==> src/rtl/vga_timing.sv <==
// VGA raster timing generator with a one-cycle registered output stage.
// Optional build macro VGA_TIMING_TEST_PATTERN_EN replaces pix_* with 8 colour bars.
module vga_timing #(
  parameter int H_ACTIVE = 640,
  parameter int H_FP     = 16,
  parameter int H_SYNC   = 96,
  parameter int H_BP     = 48,
  parameter int V_ACTIVE = 480,
  parameter int V_FP     = 10,
  parameter int V_SYNC   = 2,
  parameter int V_BP     = 33,
  parameter bit SYNC_POL = 1'b0
) (
  input  logic        clk,
  input  logic        rst_n,
  output logic [15:0] x,
  output logic [15:0] y,
  output logic        active,
  output logic        frame_start,
  input  logic [7:0]  pix_r,
  input  logic [7:0]  pix_g,
  input  logic [7:0]  pix_b,
  output logic        vga_hsync,
  output logic        vga_vsync,
  output logic        vga_de,
  output logic [7:0]  vga_r,
  output logic [7:0]  vga_g,
  output logic [7:0]  vga_b,
  output logic [15:0] frame_cnt
);

  localparam int H_TOTAL = H_ACTIVE + H_FP + H_SYNC + H_BP;
  localparam int V_TOTAL = V_ACTIVE + V_FP + V_SYNC + V_BP;

  localparam logic [15:0] H_LAST = 16'(H_TOTAL - 1);
  localparam logic [15:0] V_LAST = 16'(V_TOTAL - 1);
  localparam logic [15:0] H_ACT  = 16'(H_ACTIVE);
  localparam logic [15:0] V_ACT  = 16'(V_ACTIVE);
  localparam logic [15:0] HS_BEG = 16'(H_ACTIVE + H_FP);
  localparam logic [15:0] HS_END = 16'(H_ACTIVE + H_FP + H_SYNC);
  localparam logic [15:0] VS_BEG = 16'(V_ACTIVE + V_FP);
  localparam logic [15:0] VS_END = 16'(V_ACTIVE + V_FP + V_SYNC);

  typedef struct packed {
    logic       hs;
    logic       vs;
    logic       de;
    logic [7:0] r;
    logic [7:0] g;
    logic [7:0] b;
  } vga_out_t;

  localparam vga_out_t OUT_RST = '{hs: ~SYNC_POL, vs: ~SYNC_POL, de: 1'b0,
                                   r: 8'h00, g: 8'h00, b: 8'h00};

  logic [15:0] h_cnt_q, h_cnt_d;
  logic [15:0] v_cnt_q, v_cnt_d;
  logic [15:0] frame_cnt_q, frame_cnt_d;
  vga_out_t    out_q, out_d;

  logic h_wrap, v_wrap, hs_on, vs_on;
  logic [7:0] src_r, src_g, src_b;

  assign h_wrap = (h_cnt_q == H_LAST);
  assign v_wrap = (v_cnt_q == V_LAST);
  assign hs_on  = (h_cnt_q >= HS_BEG) && (h_cnt_q < HS_END);
  assign vs_on  = (v_cnt_q >= VS_BEG) && (v_cnt_q < VS_END);

  assign x           = h_cnt_q;
  assign y           = v_cnt_q;
  assign active      = (h_cnt_q < H_ACT) && (v_cnt_q < V_ACT);
  assign frame_start = (h_cnt_q == 16'd0) && (v_cnt_q == 16'd0);
  assign frame_cnt   = frame_cnt_q;

`ifdef VGA_TIMING_TEST_PATTERN_EN
  // Bar index only matters while active, where h_cnt < H_ACTIVE keeps it in 0..7.
  logic [18:0] h_x8;
  logic [2:0]  bar_idx;
  assign h_x8    = {h_cnt_q, 3'b000};
  assign bar_idx = 3'(h_x8 / 19'(H_ACTIVE));
  assign src_r   = {8{bar_idx[2]}};
  assign src_g   = {8{bar_idx[1]}};
  assign src_b   = {8{bar_idx[0]}};
`else
  assign src_r = pix_r;
  assign src_g = pix_g;
  assign src_b = pix_b;
`endif

  always_comb begin
    h_cnt_d     = h_cnt_q + 16'd1;
    v_cnt_d     = v_cnt_q;
    frame_cnt_d = frame_cnt_q;
    if (h_wrap) begin
      h_cnt_d = 16'd0;
      if (v_wrap) begin
        v_cnt_d     = 16'd0;
        frame_cnt_d = frame_cnt_q + 16'd1;
      end else begin
        v_cnt_d = v_cnt_q + 16'd1;
      end
    end
  end

  // Sync, DE and blanked RGB share one register so every pin lines up.
  always_comb begin
    out_d    = OUT_RST;
    out_d.hs = hs_on ? SYNC_POL : ~SYNC_POL;
    out_d.vs = vs_on ? SYNC_POL : ~SYNC_POL;
    out_d.de = active;
    if (active) begin
      out_d.r = src_r;
      out_d.g = src_g;
      out_d.b = src_b;
    end
  end

  always_ff @(posedge clk or negedge rst_n) begin
    if (!rst_n) begin
      h_cnt_q     <= 16'd0;
      v_cnt_q     <= 16'd0;
      frame_cnt_q <= 16'd0;
      out_q       <= OUT_RST;
    end else begin
      h_cnt_q     <= h_cnt_d;
      v_cnt_q     <= v_cnt_d;
      frame_cnt_q <= frame_cnt_d;
      out_q       <= out_d;
    end
  end

  assign vga_hsync = out_q.hs;
  assign vga_vsync = out_q.vs;
  assign vga_de    = out_q.de;
  assign vga_r     = out_q.r;
  assign vga_g     = out_q.g;
  assign vga_b     = out_q.b;

endmodule

==> config.mk <==
export PLATFORM = sky130hd
export DESIGN_NAME = vga_timing
export DESIGN_NICKNAME = d
export VERILOG_FILES = /design/src/rtl/vga_timing.sv
export SDC_FILE = /design/constraint.sdc
export NUM_CORES = 1
export LEC_CHECK = 0
export ABC_AREA = 0
export CAP_MARGIN = 30
export CORE_ASPECT_RATIO = 0.5
export CORE_MARGIN = 3
export CORE_UTILIZATION = 27
export DETAILED_ROUTE_END_ITERATION = 10
export GPL_TIMING_DRIVEN = 0
export PLACE_DENSITY_LB_ADDON = 0.3
export SLEW_MARGIN = 20
export SYNTH_ARGS = -nofsm -noshare
export SYNTH_HDL_FRONTEND = slang
export SYNTH_SLANG_ARGS = --single-unit
==> constraint.sdc <==
create_clock -name clk -period 4.6 [get_ports clk]
set_input_delay 0.92 -clock clk [delete_from_list [all_inputs] [get_ports clk]]
set_output_delay 0.92 -clock clk [all_outputs]
set_load 0.05 [all_outputs]
Yosys cells after proc, flatten, opt, wreduce, memory -nomap -nowiden
Index checks and enable logic that the tools add are counted.
{"block": "word_totals", "ramBits": 0, "input_bits": 26, "latch_bits": 0, "output_inout_bits": 77, "word_cells": 32, "memories": 0, "regBits": 75, "rom_bits": 0}
{"block": "classes", "shift": 0, "div": 0, "n_reduce_logical": 7, "addsub": 3, "eq_ne": 2, "muxes": 5, "mul": 0, "magnitude_cmp": 6, "n_bitwise": 0}
{"op": "$add 16x1->16 const B", "count": 3}
{"op": "$eq 16x10->1 const B", "count": 2}
{"op": "$logic_not 16->1", "count": 2}
{"op": "$lt 16x10->1 const B", "count": 2}
{"op": "$lt 16x9->1 const B", "count": 2}
{"op": "$mux 16", "count": 2}
{"op": "$mux 24", "count": 1}
{"op": "$ge 16x10->1 const B", "count": 1}
{"op": "$ge 16x9->1 const B", "count": 1}
{"op": "$logic_and 1x1->1", "count": 4}
{"op": "$mux 1", "count": 2}
{"op": "$reduce_and 2->1", "count": 1}

Longest topological paths before layout
{"block": "logic_depth", "ltp_word": 3, "ltp_mapped": 7, "mapped_depth_nobuf": 7}

Least setup slack after synthesis
Ideal clock, no wire load.
{"block": "synth_timing", "path_kind": "register to output", "startpoint": "reg h_cnt_q[0] (netlist: x[0])", "endpoint": "out frame_start", "stages_incl_launch_ff": 7, "required_time_ns": 3.680, "path_buffers": 0, "path_slack_ns": 0.580, "t_arrival_ns": 3.100, "path_cell_list": "dfrtp_1 inv_1 ha_1 or4b_2 nor3_1 nand4_1 nor4_1"}
{"block": "synth_between", "elab_chain_cells": 2}
{"item": "from (decl)", "line_no": "56", "source": "logic [15:0] h_cnt_q, h_cnt_d;"}
{"item": "from (signal assigned)", "line_no": "125", "source": "h_cnt_q <= h_cnt_d;"}
{"item": "$logic_not 16->1", "line_no": "72", "source": "assign frame_start = (h_cnt_q == 16'd0) && (v_cnt_q == 16'd0);"}
{"item": "$logic_and 1x1->1", "line_no": "72"}
{"item": "to (decl)", "line_no": "19", "source": "output logic frame_start,"}
No other way between the ends.

Worst setup path after layout
Same ends and word-level chain as after synthesis.

==> reports/metrics.yaml <==
logic_synthesis:
  synth_top_family_by_area: "simple AND/OR/NAND/NOR gates"
  ys_types: 40
  yosysSeqAreaShare: 0.575
  synth_seq_cells: 75
  yosysTopAreaCell: "dfrtp_1"
  muxShareOfSynthArea: 0
  synth_fp_nets: 316
  synthCells: 284
  synth.area.top_cells: "dfrtp_1, xnor2_1, and2_1"
  avgSynthCellArea_sq_um: 11.5
  yosys_warnings: 0
  async_reset_ff_frac: 1.00
  synth-simple-area-share: 0.260
  synth_area_sq_um: 3270
  synth-edff-count: 0
  synth_top_area_share: 0.559
  synthXorXnorAreaFrac: 0.104
  synth_common_cells: "dfrtp_1, nand2_1, and2_1"
  synthFlopType: "dfrtp_1"
  synth.most_common_cell: "dfrtp_1"
  synth-compound-area-share: 0.0230
  synthAdderAreaFrac: 0.0230
clock_network:
  ctsRootBufferMaster: "clkbuf_16"
  post_cts_buffers: 0
  cts_hold_buf: 0
  clock_sinks: 75
  cts_tree: "yes"
  cts_buffer_depth: 2
  cts-htree-levels: 3
  clock_latency_ns: 0.33
  cts_buffers: 9
  cts_resized: 0
  clk_transition_reported_paths_ns: 0.06
detailed_routing:
  dr.pass1.iters: 4
  first_iter_violations: 93
  drt-met1-wl_mm: 3.58
  routed.top_layer: "met4"
  wl_per_cell_um: 14.1
  wl_met2_mm: 3.90
  dr_wl_met3_um: 405
  ant_nets: 0
  vias: 2476
  wl_mm: 7.95
  drc_errors: 0
  via_per_inst: 4.41
timing:
  period_needed_ns: 3.90
  drv_slew: 0
  finalSetupViolCount: 0
  rsz0062_at_grt: "no"
  skew_ns: 0.00848
  fin_ws_ns: 0.704
  relSlewSlack: 0.566
  fmax_mhz: 257
  hold_viol_final: 0
  fin_crit_sh: 0.847
  worstMarginPinSlew_ns: 0.645
floorplan:
  core_area_sq_um: 11400
  row_count: 27
  die-height_um: 83.8
  ios: 103
  die_area_sq_um: 13500
  die_w_um: 162
  start_util: 0.287
hold_path:
  hold_depth: 1
  min_path_type: "reg2reg"
grt:
  antenna_found_initial: 0
  grt-ovfl-total: 0
  track_usage: 0.121
  grt_pass1_wl_mm: 13.2
  grt_max_degree: 53
  grt_pass1_vias: 2546
outcome:
  status: "finished clean"
finish:
  area_delta_synth_final_pct: 47.8
  fill_cells: 1118
  drive_above_1_share: 0.0968
  nNetsFinal: 430
  antenna_cells: 0
  final_util: 0.424
power:
  ir_worst_vdd_mv: 0.155
  leakagePower_uw: 0.00208
  power.density_nw_per_um2: 317
setup_path:
  worstPathArrival_ns: 2.98
  startpoint_type: "register"
  crit_fanout: 6
  cpPeakStageDelay_ns: 0.87
  cp_slowest_cell: "clkdlybuf4s50_1"
  rr_worst_depth: 7
  crit_path_end: "frame_start"
  cp-startpoint: "x[0]"
  critical_path_required_ns: 3.68
  worstSetupPathType: "reg2out"
  worst-path-buf-inv: 2
  path_depth: 7
  crit_chain: "inv_1 > ha_1 > or4b_2 > nor3_1 > nand4_1 > nor4_1 > clkdlybuf4s50_1"
  rrSetupSlack_ns: 2.28
  setup.worst_path.end_class: "output port"
  cp_top_family: "simple AND/OR/NAND/NOR gates"
  r2r-end: "frame_cnt[7]"
  reg2reg_from: "y[0]"
place:
  io_buffers: 102
  gp_congestion: 0.786
  pre_cts_slack_ns: 1.02
  dpl.hpwl_mm: 5.82
flow_run:
  maxCapViolations: 0
state kept, by name (all words and copies together) (netlist names):
| name | cells |
|---|---|
| vga_r | 8 |
| frame_cnt | 16 |
| vga_b | 8 |
| vga_vsync | 1 |
| vga_g | 8 |
| vga_hsync | 1 |
| x | 16 |
| y | 16 |
| vga_de | 1 |
how the worst min path moves through the flow:
| stage | startpoint | endpoint | slack, ns |
|---|---|---|---|
| 6_report | frame_cnt[15] | frame_cnt[15] | 0.47 |
| 5_1_grt | rst_n | vga_r[3] | 0.51 |
| 4_1_cts | frame_cnt[15] | frame_cnt[15] | 0.49 |
| 3_5_place_dp | frame_cnt[15] | frame_cnt[15] | 0.48 |
| 3_3_place_gp | frame_cnt[15] | frame_cnt[15] | 0.46 |
| 2_1_floorplan | rst_n | frame_cnt[0] | 0.62 |
worst register-to-register path, cell delays in order, from the launching register on:
cell	delay [ns]
dfrtp_1	0.42
inv_1	0.14
ha_1	0.15
nor3b_1	0.35
nand4_1	0.39
nor3_2	0.44
nand4_1	0.17
xnor2_1	0.15
area by class of cell:
class	count	area, sq um	area share
Buffer	5	26.3	0.00544
Clock buffer	9	225	0.0466
Clock inverter	7	92.6	0.0192
Inverter	6	22.5	0.00466
Multi-Input combinational cell	198	1340	0.278
Sequential cell	75	1880	0.389
Tap cell	159	199	0.0412
Timing Repair Buffer	103	1050	0.216
routing by layer:
layer,vias to the layer above,track usage
li1,1198,-
met1,1218,0.155
met2,52,0.198
met3,8,0.0406
met4,0,0.0302
met5,-,0
cell usage in the layout, fill, tap and decap left out, types with 3 or more instances in the layout:
cell type        instances
ha_1                     6
nor3_1                   8
o21ai_0                  7
clkbuf_16                9
xnor2_1                 25
clkinvlp_4               3
clkdlybuf4s50_1        101
and3_1                   5
and4_1                   4
nand3_1                 20
dfrtp_1                 73
nor3_2                   3
nand4_1                  7
nand2_1                 33
and2_1                  27
inv_1                    6
xor2_1                  12
buf_2                    3
nor4_1                   4
nor2_1                  13
power by group:
part,switching (uW),leakage (uW),internal (uW)
Combinational,62.0,0.000970,43.0
Clock,280,0.000147,473
Sequential,2.76,0.000966,670
stage by stage:
step | hold WS, ns | instances | power (uW) | setup TNS [ns] | instance area (sq um)
floorplan | 0.624 | 284 | 731 | 0 | 3270
detailed placement | 0.480 | 546 | 793 | 0 | 4510
finish | 0.474 | 562 | 1530 | 0 | 4830
global route | 0.515 | 562 | 1590 | 0 | 4830
CTS | 0.488 | 562 | 1550 | 0 | 4830
global placement | 0.463 | 545 | 790 | -14.10 | 4490
kinds of logic (layout without fill, tap and decap cells):
family                     after synthesis  after routing
AOI/OAI and AO/OA                       13             13
xor gates and xnor gates                38             38
adders and majority gates                6              6
buffers and inverters                   11            130
DFF                                     75             75
and+or+nand+nor                        141            141
Note: power is estimated with default switching activity, not from simulation.
